$ cat src/rtl/arbitro_compuertas_pkg.sv
// compuertas_pkg: FSM states and gate select codes shared by arbitro_compuertas.
// Optional error reporting is enabled by ARBITRO_COMPUERTAS_ERR_EN.
package compuertas_pkg;
  typedef enum logic [1:0] {LIBRE, EVAL, RESP} estado_t;
  localparam logic [2:0] SEL_INV0 = 3'b000;
  localparam logic [2:0] SEL_AND  = 3'b001;
  localparam logic [2:0] SEL_OR   = 3'b010;
  localparam logic [2:0] SEL_XOR  = 3'b011;
  localparam logic [2:0] SEL_NAND = 3'b100;
  localparam logic [2:0] SEL_NOR  = 3'b101;
  localparam logic [2:0] SEL_XNOR = 3'b110;
  localparam logic [2:0] SEL_INV7 = 3'b111;
  function automatic logic sel_invalido(input logic [2:0] s);
    return s == SEL_INV0 || s == SEL_INV7;
  endfunction
endpackage

$ cat src/rtl/arbitro_compuertas_if.sv
// arbitro_compuertas_if: requester-side bus of the gate arbiter.
// The err signal exists only with ARBITRO_COMPUERTAS_ERR_EN.
interface arbitro_compuertas_if #(parameter int N = 4, parameter int CNT_W = 8);
  logic [N-1:0]     req;
  logic [N-1:0]     ack;
  logic [3*N-1:0]   ent;
  logic [3*N-1:0]   sel;
  logic             sal;
  logic             ocupado;
  logic [CNT_W-1:0] cuenta;
`ifdef ARBITRO_COMPUERTAS_ERR_EN
  logic             err;
  modport master (output req, ent, sel, input ack, sal, ocupado, cuenta, err);
  modport slave  (input req, ent, sel, output ack, sal, ocupado, cuenta, err);
`else
  modport master (output req, ent, sel, input ack, sal, ocupado, cuenta);
  modport slave  (input req, ent, sel, output ack, sal, ocupado, cuenta);
`endif
endinterface

$ cat src/rtl/arbitro_compuertas_gates.sv
// compuertasLogicas: shared 3-input gate evaluator; output forced low when inactive.
module compuertasLogicas
  import compuertas_pkg::*;
(
  input  logic       act_i,
  input  logic [2:0] ent_i,
  input  logic [2:0] sel_i,
  output logic       sal_o
);
  always_comb begin
    sal_o = 1'b0;
    if (act_i)
      case (sel_i)
        SEL_AND:  sal_o = &ent_i;
        SEL_OR:   sal_o = |ent_i;
        SEL_XOR:  sal_o = ^ent_i;
        SEL_NAND: sal_o = ~&ent_i;
        SEL_NOR:  sal_o = ~|ent_i;
        SEL_XNOR: sal_o = ~^ent_i;
        default:  sal_o = 1'b0;
      endcase
  end
endmodule

$ cat src/rtl/arbitro_compuertas_rr.sv
// rr_selector: combinational round-robin picker, first set request at or above ptr.
module rr_selector #(
  parameter int N = 4,
  localparam int IW = $clog2(N)
) (
  input  logic [N-1:0]  req_i,
  input  logic [IW-1:0] ptr_i,
  output logic [N-1:0]  gnt_o,
  output logic [IW-1:0] idx_o
);
  always_comb begin
    idx_o = '0;
    // Walk downward so the candidate closest to ptr is assigned last and wins
    for (int i = N - 1; i >= 0; i--) begin
      logic [IW-1:0] j;
      j = IW'((int'(ptr_i) + i) % N);
      if (req_i[j]) idx_o = j;
    end
    gnt_o = |req_i ? N'(1) << idx_o : '0;
  end
endmodule

$ cat src/rtl/arbitro_compuertas.sv
// arbitro_compuertas: round-robin sequencer sharing one gate evaluator among N requesters.
// ARBITRO_COMPUERTAS_ERR_EN adds err and stops invalid selects from being counted.
module arbitro_compuertas
  import compuertas_pkg::*;
#(
  parameter int N     = 4,
  parameter int CNT_W = 8
) (
  input logic                 clk,
  input logic                 rst_n,
  arbitro_compuertas_if.slave bus
);
  localparam int IW = $clog2(N);
  estado_t          st_q;
  logic [IW-1:0]    ptr_q, idx_q, idx_w;
  logic [N-1:0]     gnt_q, gnt_w, ack_q;
  logic [2:0]       ent_q, sel_q;
  logic             res_q, sal_q, gate_w;
  logic [CNT_W-1:0] cuenta_q;
`ifdef ARBITRO_COMPUERTAS_ERR_EN
  logic             err_q;
  assign bus.err = err_q;
`endif
  rr_selector #(.N(N)) u_rr (.req_i(bus.req), .ptr_i(ptr_q), .gnt_o(gnt_w), .idx_o(idx_w));
  compuertasLogicas u_gate (.act_i(st_q == EVAL), .ent_i(ent_q), .sel_i(sel_q), .sal_o(gate_w));
  assign bus.ack     = ack_q;
  assign bus.sal     = sal_q;
  assign bus.ocupado = st_q != LIBRE;
  assign bus.cuenta  = cuenta_q;
  always_ff @(posedge clk or negedge rst_n)
    if (!rst_n) begin
      st_q     <= LIBRE;
      ptr_q    <= '0;
      idx_q    <= '0;
      gnt_q    <= '0;
      ack_q    <= '0;
      ent_q    <= '0;
      sel_q    <= '0;
      res_q    <= 1'b0;
      sal_q    <= 1'b0;
      cuenta_q <= '0;
`ifdef ARBITRO_COMPUERTAS_ERR_EN
      err_q    <= 1'b0;
`endif
    end else begin
      ack_q <= '0;
      sal_q <= 1'b0;
      case (st_q)
        LIBRE: if (|bus.req) begin
          gnt_q <= gnt_w;
          idx_q <= idx_w;
          ent_q <= bus.ent[3*idx_w +: 3];
          sel_q <= bus.sel[3*idx_w +: 3];
          st_q  <= EVAL;
        end
        EVAL: begin
          res_q <= gate_w;
`ifdef ARBITRO_COMPUERTAS_ERR_EN
          err_q <= sel_invalido(sel_q);
`endif
          st_q  <= RESP;
        end
        RESP: begin
          ack_q <= gnt_q;
          sal_q <= res_q;
          ptr_q <= idx_q == IW'(N - 1) ? '0 : idx_q + 1'b1;
`ifdef ARBITRO_COMPUERTAS_ERR_EN
          err_q    <= 1'b0;
          cuenta_q <= err_q ? cuenta_q : cuenta_q + 1'b1;
`else
          cuenta_q <= cuenta_q + 1'b1;
`endif
          st_q  <= LIBRE;
        end
        default: st_q <= LIBRE;
      endcase
    end
endmodule

$ cat src/flat_wrapper.sv
// flat-port wrapper written by rule: the top's interface ports become plain ports
module arbitro_compuertas_flat import compuertas_pkg::*;
#(
  parameter int N     = 4,
  parameter int CNT_W = 8
)
  (clk, rst_n, bus_req, bus_ent, bus_sel, bus_ack, bus_sal, bus_ocupado, bus_cuenta);
  arbitro_compuertas_if #(.N(N), .CNT_W(CNT_W)) bus_i ();
  input logic clk;
  input logic rst_n;
  input wire logic [$bits(bus_i.req)-1:0] bus_req;
  input wire logic [$bits(bus_i.ent)-1:0] bus_ent;
  input wire logic [$bits(bus_i.sel)-1:0] bus_sel;
  output wire logic [$bits(bus_i.ack)-1:0] bus_ack;
  output wire logic [$bits(bus_i.sal)-1:0] bus_sal;
  output wire logic [$bits(bus_i.ocupado)-1:0] bus_ocupado;
  output wire logic [$bits(bus_i.cuenta)-1:0] bus_cuenta;
  assign bus_i.req = bus_req;
  assign bus_i.ent = bus_ent;
  assign bus_i.sel = bus_sel;
  assign bus_ack = bus_i.ack;
  assign bus_sal = bus_i.sal;
  assign bus_ocupado = bus_i.ocupado;
  assign bus_cuenta = bus_i.cuenta;
  arbitro_compuertas #(.N(N), .CNT_W(CNT_W)) u_core (.clk(clk), .rst_n(rst_n), .bus(bus_i));
endmodule
$ cat config.mk
export PLATFORM = sky130hd
export DESIGN_NAME = arbitro_compuertas_flat
export DESIGN_NICKNAME = d
export VERILOG_FILES = /design/src/rtl/arbitro_compuertas_pkg.sv /design/src/rtl/arbitro_compuertas_if.sv /design/src/rtl/arbitro_compuertas_gates.sv /design/src/rtl/arbitro_compuertas_rr.sv /design/src/rtl/arbitro_compuertas.sv /design/src/flat_wrapper.sv
export SDC_FILE = /design/constraint.sdc
export NUM_CORES = 1
export LEC_CHECK = 0
export CAP_MARGIN = 20
export CORE_UTILIZATION = 35
export DETAILED_ROUTE_END_ITERATION = 12
export GPL_TIMING_DRIVEN = 1
export SYNTH_ARGS = -nofsm -noshare
export SYNTH_HDL_FRONTEND = slang
export SYNTH_HIERARCHICAL = 1
export SYNTH_SLANG_ARGS = --single-unit
$ cat constraint.sdc
create_clock -name clk -period 3.2 [get_ports clk]
set_clock_uncertainty 0.1 [all_clocks]
set_input_delay 0.96 -clock clk [delete_from_list [all_inputs] [get_ports clk]]
set_output_delay 0.96 -clock clk [all_outputs]
set_load 0.01 [all_outputs]
==> results of run 1 <==
## metal layers
| layer | global-route usage (%) | routed length (um) | vias up |
|---|---|---|---|
| met5 | 0 | 0 | - |
| met4 | 4.89 | 30 | 0 |
| met3 | 4.78 | 127 | 2 |
| met2 | 20.0 | 1620 | 33 |
| met1 | 18.7 | 1450 | 584 |
| li1 | - | - | 579 |
## registers in the layout, indices dropped and copies added (netlist names)
register and cells:
u_core/bus.ack 4, u_core/bus.cuenta 8, u_core/bus.sal 1, u_core/ent_q 3, u_core/gnt_q 4, u_core/idx_q 2
u_core/ptr_q 2, u_core/res_q 1, u_core/sel_q 3, u_core/st_q 2
## worst paths after layout
check | startpoint | end | slack [ns] | depth (start not counted)
worst max-delay path | bus_req[1] | u_core/sel_q[0]$_DFFE_PN0P_ | 0.40 | 7
worst min-delay path | u_core/bus.cuenta[7]$_DFFE_PN0N_ | u_core/bus.cuenta[7]$_DFFE_PN0N_ | 0.36 | 1
worst max register to register | u_core/ptr_q[1]$_DFFE_PN0N_ | u_core/sel_q[0]$_DFFE_PN0P_ | 0.94 | 6
worst min register to register | u_core/bus.cuenta[7]$_DFFE_PN0N_ | u_core/bus.cuenta[7]$_DFFE_PN0N_ | 0.36 | 1
max in group asynchronous | rst_n | u_core/idx_q[1]$_DFFE_PN0P_ | 1.76 | 2
min in group asynchronous | rst_n | u_core/bus.cuenta[4]$_DFFE_PN0N_ | 0.97 | 2
## stage by stage
| stage | hold WS [ns] | worst slack [ns] | total power [mW] | util (%) |
|---|---|---|---|---|
| after floorplan | 0.349 | 0.560 | 1.32 | - |
| after global placement | 0.364 | 0.156 | 1.52 | 48.1 |
| after detailed placement | 0.362 | 0.0739 | 1.56 | 48.1 |
| after CTS | 0.374 | 0.367 | 1.87 | 50.2 |
| after global routing | 0.383 | 0.271 | 1.98 | 50.2 |
| final | 0.365 | 0.399 | 1.84 | 50.2 |
## where the power goes
group / switching [mW] / internal (mW)
logic: 0.327 / 0.528
clock network: 0.126 / 0.173
registers: 0.158 / 0.528
total: 0.610 / 1.23
## critical path, delay by kind of cell
kind / cells / cell delay [ns]
AOI/OAI and AO/OA: 3 / 0.45
buffers and inverters: 2 / 0.68
muxes: 2 / 0.77
## logic make-up after synthesis
family / count (synthesis) / synth area share, %
AOI/OAI and AO/OA: 23 / 9.67
xor gates and xnor gates: 8 / 4.17
muxes: 23 / 21.4
adders and majority gates: 4 / 2.98
and+or+nand+nor: 31 / 11.8
buffers and inverters: 14 / 5.43
DFF: 30 / 44.6
## final cells by class
cell class | count | area, um^2 | share of cell area [%]
Multi-Input combinational cell | 89 | 840 | 37.4
Tap cell | 52 | 65.1 | 2.90
Inverter | 6 | 22.5 | 1.00
Timing Repair Buffer | 49 | 475 | 21.2
Clock inverter | 1 | 5.00 | 0.223
Clock buffer | 7 | 86.3 | 3.85
Sequential cell | 30 | 751 | 33.4
## placed cells by master (no fill, tap or decap), types with 2 or more instances in the layout
cell and instances:
o221a_2 2, buf_4 6, dfrtp_1 30, nand4_1 3, o21ai_0 3, mux2_4 9
nand2_1 6, inv_1 6, clkbuf_8 6, mux2_2 7, o21ai_1 2, a21boi_0 2
ha_1 4, nor2_1 4, nor2b_1 4, mux4_2 6, clkdlybuf4s50_1 43, xnor2_1 6
a21oi_1 5, xor2_1 2, and2_1 6
==> impl_metrics.csv, run 1 <==
group,metric,value,unit
finish,fin_nets,215,
synthesis,synth_fp_nets,167,
synthesis,yosysMostFrequentCell,"dfrtp_1",
cts,ctsResizeCount,0,
die,num_io_pins,44,
power,p_per_area,820,nW/um^2
cts,postCtsSetupBuffers,0,
sta,finalSetupViolCount,0,
sta,tightest_slew,0.474,ns
finish,syn_to_final_growth,33.5,%
synthesis,yosysUniqueCellTypes,40,
synthesis,synth-edff-count,0,
global_route,antenna_found_initial,0,
routing,via_per_inst,5.12,
synthesis,synth_top_area_share,44.6,%
synthesis,ys_warn_count,6,
power,irDropWorstVdd,0.259,mV
placed_design,placed_cells,226,
routing,drc,3,
synthesis,avgSynthCellArea,12.6,um^2
sta,fmax,357,MHz
sta,finalMaxSlewViolations,0,
cts,clk_pin_slew,0.06,ns
finish,drive_above_1_share,23.1,%
cts,ctsHoldBuffers,0,
routing,detail_route.first_pass.iterations,8,
finish,n_antenna_cell,0,
global_route,grt_first_pass_wirelength,5280,um
synthesis,async_flop_share,100,%
sta,rsz0062_at_grt,"false",
cts,clock_path_buffers,2,
placed_design,gp_congestion,0.820,
worst_setup_path,path_cells,"clkdlybuf4s50_1 > a21boi_0 > o22ai_1 > a31oi_1 > buf_4 > mux4_2 > mux2_4",
cts,cts.sinks,30,
sta,relSlewSlack,68.4,%
routing,vias,1198,
routing,wl,3240,um
placed_design,placement.io_buffers,43,
worst_setup_path,end_kind,"flop",
synthesis,ys_seq_area_share,44.6,%
worst_setup_path,cpPeakStageDelay,0.51,ns
global_route,grt_pass1_vias,1092,
finish,post-route-cell-area,2240,um^2
die,die_width,71.3,um
cts,cts_root_buffer,"clkbuf_8",
sta,hold_violations,0,
synthesis,synthTopCellsByCount,"dfrtp_1 (30), mux2_4 (9), mux2_2 (7)",
worst_setup_path,crit_type,"in -> reg",
worst_setup_path,critPathArrivalTime,2.86,ns
worst_setup_path,slowest_stage,"mux4_2",
hold_path,hold_path_class,"reg -> reg",
routing,ant_nets,0,
synthesis,synth_seq_cells,30,
sta,finalSetupTns,0,ns
worst_setup_path,cp.required,3.26,ns
synthesis,synthFlopType,"dfrtp_1",
synthesis,synthTopCellsByArea,"dfrtp_1 (45%), mux2_4 (8.0%), mux4_2 (8.0%)",
cts,clk-insertion-delay-late,0.27,ns
die,design.core.area,4470,um^2
global_route,overflow,0,
cts,htreeDepth,2,
die,initial_core_util,37.6,%
synthesis,synth_top_area_cell,"dfrtp_1",
sta,min_period,2.80,ns
power,leakage,0.976,nW
global_route,grt.total_usage,13.6,%
cts,cts_tree,"yes",
sta,post-route-period-util,87.5,%
run_status,outcome,"complete, but fails checks",
routing,routedWlPerCell,13.8,um
synthesis,syn_area,1680,um^2
placed_design,placed_area,2150,um^2
placed_design,dp_hpwl,2520,um
run_status,violations,"DRC",
die,fp.dieH,71.3,um
finish,fillCellCount,395,
finish,layoutNonFillerInstCount,234,
worst_setup_path,cp-start-kind,"input pin",
die,die-area,5090,um^2
synthesis,netlist_instances,133,
worst_setup_path,crit_fanout,7,
global_route,grt_max_degree,31,
run,drv_cap,0,
cts,numCtsBuffers,5,
die,num_rows,24,
routing,drtIter0Drc,56,
(Power assumes the default switching activity.)
==> run 2, diff against run 1 <==
--- a/config.mk
+++ b/config.mk
@@ -6,6 +6,7 @@
 export NUM_CORES = 1
 export LEC_CHECK = 0
 export CAP_MARGIN = 20
+export CORE_MARGIN = 8
 export CORE_UTILIZATION = 35
 export DETAILED_ROUTE_END_ITERATION = 12
 export GPL_TIMING_DRIVEN = 1
==> impl_metrics.csv, run 2 (synthesis gave the netlist of run 1 again) <==
group,metric,value,unit
global_route,overflow,0,
placed_design,placement.io_buffers,43,
hold_path,hold_path_class,"reg -> reg",
worst_setup_path,end_kind,"flop",
finish,largest_reg_flops,8,
die,die-area,7280,um^2
power,leakage,0.976,nW
sta,finalSetupTns,0,ns
worst_setup_path,cp.required,3.26,ns
power,irDropWorstVdd,0.435,mV
worst_setup_path,cpPeakStageDelay,0.44,ns
cts,ctsResizeCount,0,
routing,via_per_inst,5.02,
die,design.core.area,4690,um^2
finish,n_antenna_cell,0,
sta,whs,0.369,ns
finish,drive_above_1_share,23.1,%
sta,tightest_slew,0.475,ns
placed_design,gp_congestion,0.759,
worst_setup_path,slowest_stage,"o2bb2a_1",
cts,cts_tree,"yes",
die,initial_core_util,35.8,%
routing,detail_route.first_pass.iterations,4,
cts,cts_root_buffer,"clkbuf_8",
global_route,grt.total_usage,10.5,%
global_route,grt_pass1_vias,1239,
sta,post-route-period-util,87.4,%
die,num_rows,25,
sta,finalSetupViolCount,0,
routing,routedWlPerCell,15.3,um
sta,finalMaxSlewViolations,0,
cts,htreeDepth,2,
routing,met1Wirelength,1550,um
finish,fin_nets,215,
worst_setup_path,crit_type,"in -> reg",
die,fp.dieH,85.3,um
routing,drc,0,
run_status,outcome,"complete, no violations",
sta,hold_violations,0,
routing,wl,3600,um
finish,utilization,47.9,%
worst_setup_path,path_delay_family,"compound AO/OA/AOI/OAI gates",
routing,vias,1185,
cts,ctsHoldBuffers,0,
finish,fillCellCount,435,
placed_design,dp_hpwl,2830,um
routing,ant_nets,0,
sta,rsz0062_at_grt,"false",
cts,clk-insertion-delay-late,0.27,ns
cts,clock_path_buffers,2,
finish,final_common_cell,"clkdlybuf4s50_1",
global_route,grt_max_degree,31,
cts,cts.sinks,30,
cts,clk_pin_slew,0.06,ns
power,p_per_area,823,nW/um^2
cts,numCtsBuffers,5,
finish,syn_to_final_growth,33.6,%
routing,wl_met2,1780,um
global_route,grt_first_pass_wirelength,6070,um
sta,relSlewSlack,68.2,%
sta,fmax,357,MHz
global_route,antenna_found_initial,0,
die,die_width,85.3,um
worst_setup_path,crit_fanout,8,
cts,postCtsSetupBuffers,0,
routing,met3_length,183,um
worst_setup_path,crit_buf_inv,2,
die,num_io_pins,44,
routing,drtIter0Drc,70,
sta,min_period,2.80,ns
run,drv_cap,0,
worst_setup_path,path_cells,"clkdlybuf4s50_1 > buf_4 > a21oi_1 > o21ai_1 > o2bb2a_1 > mux4_2 > mux2_4",
worst_setup_path,critPathArrivalTime,2.86,ns
routing,highest_layer,"met4",
worst_setup_path,cp-start-kind,"input pin",
finish,final_cell_mix,"clkdlybuf4s50_1 (43), dfrtp_1 (30), mux2_4 (9)",
-- run 2: cell counts in the layout (fill, tap and decap cells not counted) --
No cell type changed its count.
-- run 2: stage by stage --
step / instance area (um^2) / instances / power [mW] / setup WS [ns]
after CTS: 2250 / 236 / 1.87 / 0.413
after global placement: 2160 / 228 / 1.52 / 0.160
after global routing: 2250 / 236 / 1.99 / 0.253
after floorplan: 1680 / 133 / 1.32 / 0.560
final: 2250 / 236 / 1.85 / 0.402
after detailed placement: 2160 / 228 / 1.56 / 0.118
-- run 2: cell type report --
type | count | area, um^2 | area share, %
clock buffer | 7 | 86.3 | 3.84
timing repair buffer | 49 | 475 | 21.2
clock inverter | 1 | 5.00 | 0.223
inverter | 6 | 22.5 | 1.00
sequential | 30 | 751 | 33.4
tap | 54 | 67.6 | 3.01
multi-input combinational | 89 | 840 | 37.4
-- run 2: metal layers --
layer	global-route usage [%]	up-vias
li1	-	572
met3	3.19	6
met1	12.3	580
met2	16.8	27
met4	5.73	0
met5	0	-
-- run 2: where the power goes --
part	switching [mW]	internal [mW]	leakage, nW
Clock	0.129	0.173	0.0482
Sequential	0.155	0.528	0.380
Combinational	0.335	0.529	0.548
Total	0.619	1.23	0.976
-- run 2: final timing paths --
check                      depth (start not counted)                          endpoint                             start  slack [ns]
setup / recovery                                   7       u_core/ent_q[1]$_DFFE_PN0P_                        bus_req[0]        0.40
hold / removal                                     1  u_core/bus.cuenta[7]$_DFFE_PN0N_  u_core/bus.cuenta[7]$_DFFE_PN0N_        0.37
setup reg to reg                                   6       u_core/ent_q[1]$_DFFE_PN0P_       u_core/ptr_q[1]$_DFFE_PN0N_        0.97
hold reg to reg                                    1  u_core/bus.cuenta[7]$_DFFE_PN0N_  u_core/bus.cuenta[7]$_DFFE_PN0N_        0.37
max in group asynchronous                          2          u_core/res_q$_DFFE_PN0P_                             rst_n        1.76
min in group asynchronous                          2  u_core/bus.cuenta[4]$_DFFE_PN0N_                             rst_n        0.97
